$ cat config.mk
export PLATFORM = sky130hd
export DESIGN_NAME = demorgan_sweeper
export DESIGN_NICKNAME = d
export VERILOG_FILES = /design/src/rtl/demorgan_sweeper.sv
export SDC_FILE = /design/constraint.sdc
export NUM_CORES = 1
export LEC_CHECK = 0
export BUFFER_PORTS_ARGS = -buffer_cell sky130_fd_sc_hd__buf_2
export CAP_MARGIN = 20
export CORE_MARGIN = 2
export CORE_UTILIZATION = 47
export CTS_CLUSTER_DIAMETER = 40
export DETAILED_ROUTE_END_ITERATION = 12
export MAX_ROUTING_LAYER = met4
export PLACE_DENSITY = 0.75
export SLEW_MARGIN = 15
export SYNTH_ARGS = -nofsm -noshare
export SYNTH_HDL_FRONTEND = slang
export SYNTH_SLANG_ARGS = --single-unit
export TNS_END_PERCENT = 50
$ cat constraint.sdc
create_clock -name clk -period 3.05 [get_ports clk]
set_input_delay 0.4575 -clock clk [delete_from_list [all_inputs] [get_ports clk]]
set_output_delay 0.4575 -clock clk [all_outputs]
set_load 0.005 [all_outputs]
$ cat src/rtl/demorgan_sweeper.sv
// Sequencer that sweeps all four {A,B} combinations into a demorgan block,
// checks its six outputs after a settle time and reports mismatches.
module demorgan_sweeper #(
  parameter int SETTLE_CYCLES = 1,
  parameter int ERR_W         = 5
) (
  input  logic             clk,
  input  logic             reset,
  input  logic             start,
  input  logic             nA,
  input  logic             nB,
  input  logic             n_AandB,
  input  logic             nAornB,
  input  logic             n_AorB,
  input  logic             nAandnB,
  output logic             A,
  output logic             B,
  output logic             busy,
  output logic             done,
  output logic             pass,
  output logic [ERR_W-1:0] err_count,
  output logic [3:0]       fail_vec
);

  localparam int CNT_W = (SETTLE_CYCLES > 1) ? $clog2(SETTLE_CYCLES) : 1;
  localparam logic [CNT_W-1:0] SETTLE_LOAD = CNT_W'(SETTLE_CYCLES - 1);
  localparam int SUM_W = ERR_W + 3;
  localparam logic [SUM_W-1:0] ERR_MAX = SUM_W'({ERR_W{1'b1}});

  typedef enum logic [1:0] {
    IDLE   = 2'd0,
    SETTLE = 2'd1,
    SAMPLE = 2'd2,
    DONE   = 2'd3
  } state_t;

  state_t           state_q, state_d;
  logic [1:0]       idx_q, idx_d;
  logic [CNT_W-1:0] cnt_q, cnt_d;
  logic             a_q, a_d;
  logic             b_q, b_d;
  logic [ERR_W-1:0] err_q, err_d;
  logic [3:0]       fail_q, fail_d;
  logic             pass_q, pass_d;

  logic [5:0]       expected;
  logic [5:0]       observed;
  logic [5:0]       mismatch;
  logic [2:0]       miss_cnt;
  logic [SUM_W-1:0] err_sum;
  logic [ERR_W-1:0] err_sat;

  // Expected outputs are derived from the registered stimulus currently applied.
  always_comb begin
    expected = {~a_q, ~b_q, ~(a_q & b_q), ~a_q | ~b_q, ~(a_q | b_q), ~a_q & ~b_q};
    observed = {nA, nB, n_AandB, nAornB, n_AorB, nAandnB};
    mismatch = expected ^ observed;
    miss_cnt = 3'd0;
    for (int i = 0; i < 6; i++) begin
      miss_cnt = miss_cnt + {2'b00, mismatch[i]};
    end
    err_sum = SUM_W'(err_q) + SUM_W'(miss_cnt);
    err_sat = (err_sum > ERR_MAX) ? {ERR_W{1'b1}} : err_sum[ERR_W-1:0];
  end

  always_comb begin
    state_d = state_q;
    idx_d   = idx_q;
    cnt_d   = cnt_q;
    err_d   = err_q;
    fail_d  = fail_q;
    pass_d  = pass_q;
    a_d     = 1'b0;
    b_d     = 1'b0;

    case (state_q)
      IDLE: begin
        if (start) begin
          state_d = SETTLE;
          idx_d   = 2'd0;
          cnt_d   = SETTLE_LOAD;
          err_d   = '0;
          fail_d  = 4'b0000;
          pass_d  = 1'b0;
        end
      end
      SETTLE: begin
        if (cnt_q == '0) begin
          state_d = SAMPLE;
        end else begin
          cnt_d = cnt_q - CNT_W'(1);
        end
      end
      SAMPLE: begin
        err_d = err_sat;
        if (|mismatch) begin
          fail_d[idx_q] = 1'b1;
        end
        if (idx_q == 2'd3) begin
          state_d = DONE;
          pass_d  = (err_sat == '0);
        end else begin
          state_d = SETTLE;
          idx_d   = idx_q + 2'd1;
          cnt_d   = SETTLE_LOAD;
        end
      end
      DONE: begin
        state_d = IDLE;
      end
      default: begin
        state_d = IDLE;
      end
    endcase

    // Stimulus follows the vector index only while a sweep is active.
    if (state_d == SETTLE || state_d == SAMPLE) begin
      a_d = idx_d[1];
      b_d = idx_d[0];
    end
  end

  always_ff @(posedge clk) begin
    if (reset) begin
      state_q <= IDLE;
      idx_q   <= 2'd0;
      cnt_q   <= '0;
      a_q     <= 1'b0;
      b_q     <= 1'b0;
      err_q   <= '0;
      fail_q  <= 4'b0000;
      pass_q  <= 1'b0;
    end else begin
      state_q <= state_d;
      idx_q   <= idx_d;
      cnt_q   <= cnt_d;
      a_q     <= a_d;
      b_q     <= b_d;
      err_q   <= err_d;
      fail_q  <= fail_d;
      pass_q  <= pass_d;
    end
  end

  assign A         = a_q;
  assign B         = b_q;
  assign busy      = (state_q == SETTLE) || (state_q == SAMPLE);
  assign done      = (state_q == DONE);
  assign pass      = pass_q;
  assign err_count = err_q;
  assign fail_vec  = fail_q;

endmodule

# Word level (Yosys, flattened, before mapping)
# Index checks and enable logic that the tools add are counted.
# totals
output_inout_bits	14
inputBits	9
reg_bits	17
elab_cells	74
# classes
add_sub_neg	8
n_lt_le_gt_ge	3
eq_ne	10
n_mux	21
bitwise	11
reduce_logical	13
# op_table
operator	count
$mux W2	5
$mux W5	2
$pmux W5 S2	1
$add A3 B1 Y3	3
$reduce_and A3 Y1	3
$eq A2 B2 Y1 const B	4
$mux W4	2
$ne A2 B2 Y1 const B	4
$pmux W2 S4	1
$pmux W4 S2	1
$add A5 B3 Y6	1
$gt A6 B5 Y1 const B	1
$reduce_or A6 Y1	1
$xor A6 B6 Y6	1
$logic_not A5 Y1	1
$mux W1	5
$not A1 Y1	5
$eq A2 B1 Y1 const B	2
$or A4 B4 Y4	1
$pmux W2 S2	1
$add A2 B1 Y3	1
$lt A2 B3 Y1 const B	1
$pmux W1 S3	1
$reduce_bool A3 Y1	1
other kinds (14)	17

# Logic depth before layout (Yosys ltp)
# logic_depth
word_depth	14
ltp_mapped	10
mapped_depth_nobuf	10

# Least setup slack after synthesis
# OpenSTA, ideal clock, no wires.
# synth_timing
path_type	flip-flop to flip-flop
from	register b_q (netlist: B)
to	register pass_q (netlist: pass)
t_arrival_ps	3172
required_ps	2958
stages_incl_launch_ff	10
path_buffers	0
setup_ps	92
setup_slack_ps	-215
period_less_slack_ps	3265
path_cell_list	dfxtp_1 nor2_1 xor2_1 fa_1 fa_1 fa_1 fa_1 nor3_1 o2111ai_1 o32ai_1
# synth_via
elab_chain_len	14
elab_cells_between_ends	19
cone_classes	add/sub (6); order compare (1); mux (3); bitwise (8); reduce/logical (1)
# synth_lines
element	line	source
start: declaration	41	logic b_q, b_d;
start signal: assignment	129	b_q <= 1'b0;
start signal: assignment	138	b_q <= b_d;
$not A1 Y1 / $or A1 B1 Y1 (equally long branches)	55	expected = {~a_q, ~b_q, ~(a_q & b_q), ~a_q | ~b_q, ~(a_q | b_q), ~a_q & ~b_q};
$and A1 B1 Y1 / $not A1 Y1 (equally long branches)	55	
$xor A6 B6 Y6 *	57	mismatch = expected ^ observed;
$add A1 B1 Y2	60	miss_cnt = miss_cnt + {2'b00, mismatch[i]};
$add A2 B1 Y3	60	
$add A3 B1 Y3	60	
$add A3 B1 Y3 * (2 in a row)	60	
$add A5 B3 Y6 *	62	err_sum = SUM_W'(err_q) + SUM_W'(miss_cnt);
$gt A6 B5 Y1	63	err_sat = (err_sum > ERR_MAX) ? {ERR_W{1'b1}} : err_sum[ERR_W-1:0];
$mux W5 *	63	
$logic_not A5 Y1 *	101	pass_d = (err_sat == '0);
$mux W1 *	99	if (idx_q == 2'd3) begin
$pmux W1 S2 *	76	case (state_q)
end signal: assignment	141	pass_q <= pass_d;
end: declaration	44	logic pass_q, pass_d;
# Mark *: on every way between the ends. The rest lies on a longest branch, timed or not. The select of a mux whose other input is x is not followed.
# A chain may end at the register's enable or synchronous reset.

# Worst setup path after layout
# Same ends and word-level chain as after synthesis.

==> run metrics <==
status=finished, violations left; failing checks=negative setup slack; Worst Setup End Kind=flop; Synth Warn #=0; required time of the critical path=about 3300 ps; share of flip-flops with an asynchronous set or reset=0; min Tclk post-route=3200 ps; DP Wirelength=1820 um; worst reg2reg endpoint=pass; later-pin clock latency in the skew report=290 ps; Final WS setup=-148 ps; flops & latches, synth=16; area leader, netlist=dfxtp_1; count leader, synth=dfxtp_1; CP Class=flop to flop; Main synth FF type=dfxtp_1; post-route cell area=1270 um2; min-delay src=fail_vec[0]; Worst Tran Pin Value=520 ps; CP arrival=approximately 3400 ps; area of the multi-input gates=about 700 um2; most instantiated cells after synthesis=dfxtp_1, nor2_1, nand2_1; flop2flop setup slack=-150 ps; # H-tree levels=1; final period utilization=1.05; Leak Pwr=0.000520 uW; # fillers=between 150 and 200; Final GP Congestion=0.870; Synth Cell Area=roughly 1000 um2; global-route wire length before repair=4040 um; pre-CTS WS=-247 ps; Overall Power=685 uW; unrepaired setup endpoints after global routing=yes; Remaining Overflow, GRT=0; root buffer cell=clkbuf_4; Core Area=2150 um2; num rows=17; IO Count=23; initial antenna violation count=0; drt total wl=2430 um; pwr/cell area=540 nW/um2; die height=51.2 um; crit-path max FO=3; Worst-path clk slew=100 ps; fmax=roughly 310 MHz; antenna cells=0; kind of start point of the critical path=flop; maximum capacitance violations=0; area share of the largest cell type after synthesis=0.306; R2R depth=9; initial core utilization=0.487; worst min-delay path endpoint=fail_vec[0]; Port Buffer Count=22; CTS max path bufs=2; Max VDD drop=0.298 mV; DR vias/cell=5.69; routed vias=979; Synth-to-Final Area Change=21.1%; Post-synth EDFFs=0; sequential fraction of the synthesis area=0.306; CTS tree=done; placed instance area=1220 um2; # setup viols final=2; Die W=51.2 um; Slew headroom=0.646; DRC Markers=0; worst r2r src=B; Mapped Cells=117; post-CTS setup buffers=0; vias in the first global route=around 900; pin count of the biggest net entering global routing=13; die area=2620 um2; Synth Area per Inst=about 9.0 um2; Pre-antenna DRT Iters=4; Initial DRC Count=22; clk sinks=16; share of cells above drive strength 1=0.278; worst hold path type=flop to flop; hold path depth=1; Final Skew=5.40 ps; hold_buf cts=0; nets=roughly 160; hold violation total from the final report=0; Post-Synthesis Net Count=136; TritonCTS Buffers=3; GRT Total Usage=0.211; register area=328 um2; DRT antenna net count=0; post-DR wirelength/cell=about 14 um; leading post-synthesis cells by cell area=dfxtp_1, fa_1, ha_1; Hold WS=472 ps; Unique masters post-synth=40; Slew Viols, Final=0
[worst max path at each step]
stage                start   end  slack, ps  cells after the start
detailed placement  nAornB  pass       -250                      9
floorplan                A  pass         20                      9
global placement    nAornB  pass       -150                      9
global route             B  pass       -220                      9
finish                   B  pass       -150                      9
CTS                      B  pass       -100                      9
[cell families (layout without fill, tap and decap cells)]
logic type	count (synthesis)	count (layout)	share of synthesized area
mux	1	1	0.0131
xor+xnor	6	6	0.0502
compound gates	30	30	0.215
flops	16	16	0.306
fa+ha+maj	10	10	0.148
buf+inv	8	35	0.0370
simple gates	46	46	0.231
[final cells by class]
cell class,instances,share of cell area
clock buffers,3,0.0178
clock inverters,1,0.00296
inverters,5,0.0148
multi-input cells,93,0.568
flip-flops and latches,16,0.258
well taps,28,0.0276
repair buffers,26,0.110
[metal layers]
layer,global-route usage,vias to the layer above,share of wire,routed length [um]
li1,-,479,-,-
met1,0.268,467,0.44,1080
met2,0.348,28,0.50,1220
met3,0.00877,5,0.036,88
met4,0.0946,0,0.021,51
met5,-,-,0,0
[through the flow]
stage                     utilization  TNS, ps  cells
after floorplan                     -        0    117
after global placement          0.568     -276    168
after detailed placement        0.568     -523    168
after CTS                       0.587     -151    172
after global routing            0.591     -464    172
final                           0.591     -245    172
[repair_timing]
| action | CTS | global route |
|---|---|---|
| endpoints found under the setup margin | 2 | 3 |
| resized for setup | 3 | 1 |
| cloned | 0 | 0 |
| pin swaps | 1 | 3 |
[worst max-delay path: stages (launching register included)]
cell and delay (ps):
dfxtp_4 370, nor2_4 140, xor2_2 90, fa_1 550, fa_1 460, fa_2 440, fa_1 490, nor3_2 210
o2111ai_1 140, o32ai_1 230
[placed cells by master, fill, tap and decap left out, drive strengths merged, types with 2 or more instances in the layout]
cell type  netlist  routed
buf              2      26
a311oi           2       2
clkbuf           1       3
a21o             2       2
nand4b           2       2
o21ai            3       3
a22oi            2       2
and2             4       4
nor3             3       3
fa               4       4
a21oi            7       7
o211ai           2       2
o2bb2ai          4       4
nand2           10      10
xnor2            2       2
dfxtp           16      16
ha               6       6
inv              5       5
nor2            12      12
nor2b            3       3
nand2b           4       4
xor2             4       4
nand3            2       2
[power by group]
group	internal, uW	switching, uW
registers	229	26.9
logic	136	175
clock network	47.7	70.3
[registers in the layout (all words and copies together), names as in the netlist]
signal and flops:
A 1, B 1, idx_q 2, err_count 5, pass 1, state_q 2, fail_vec 4
No activity file was read; power rests on OpenSTA's default activity.
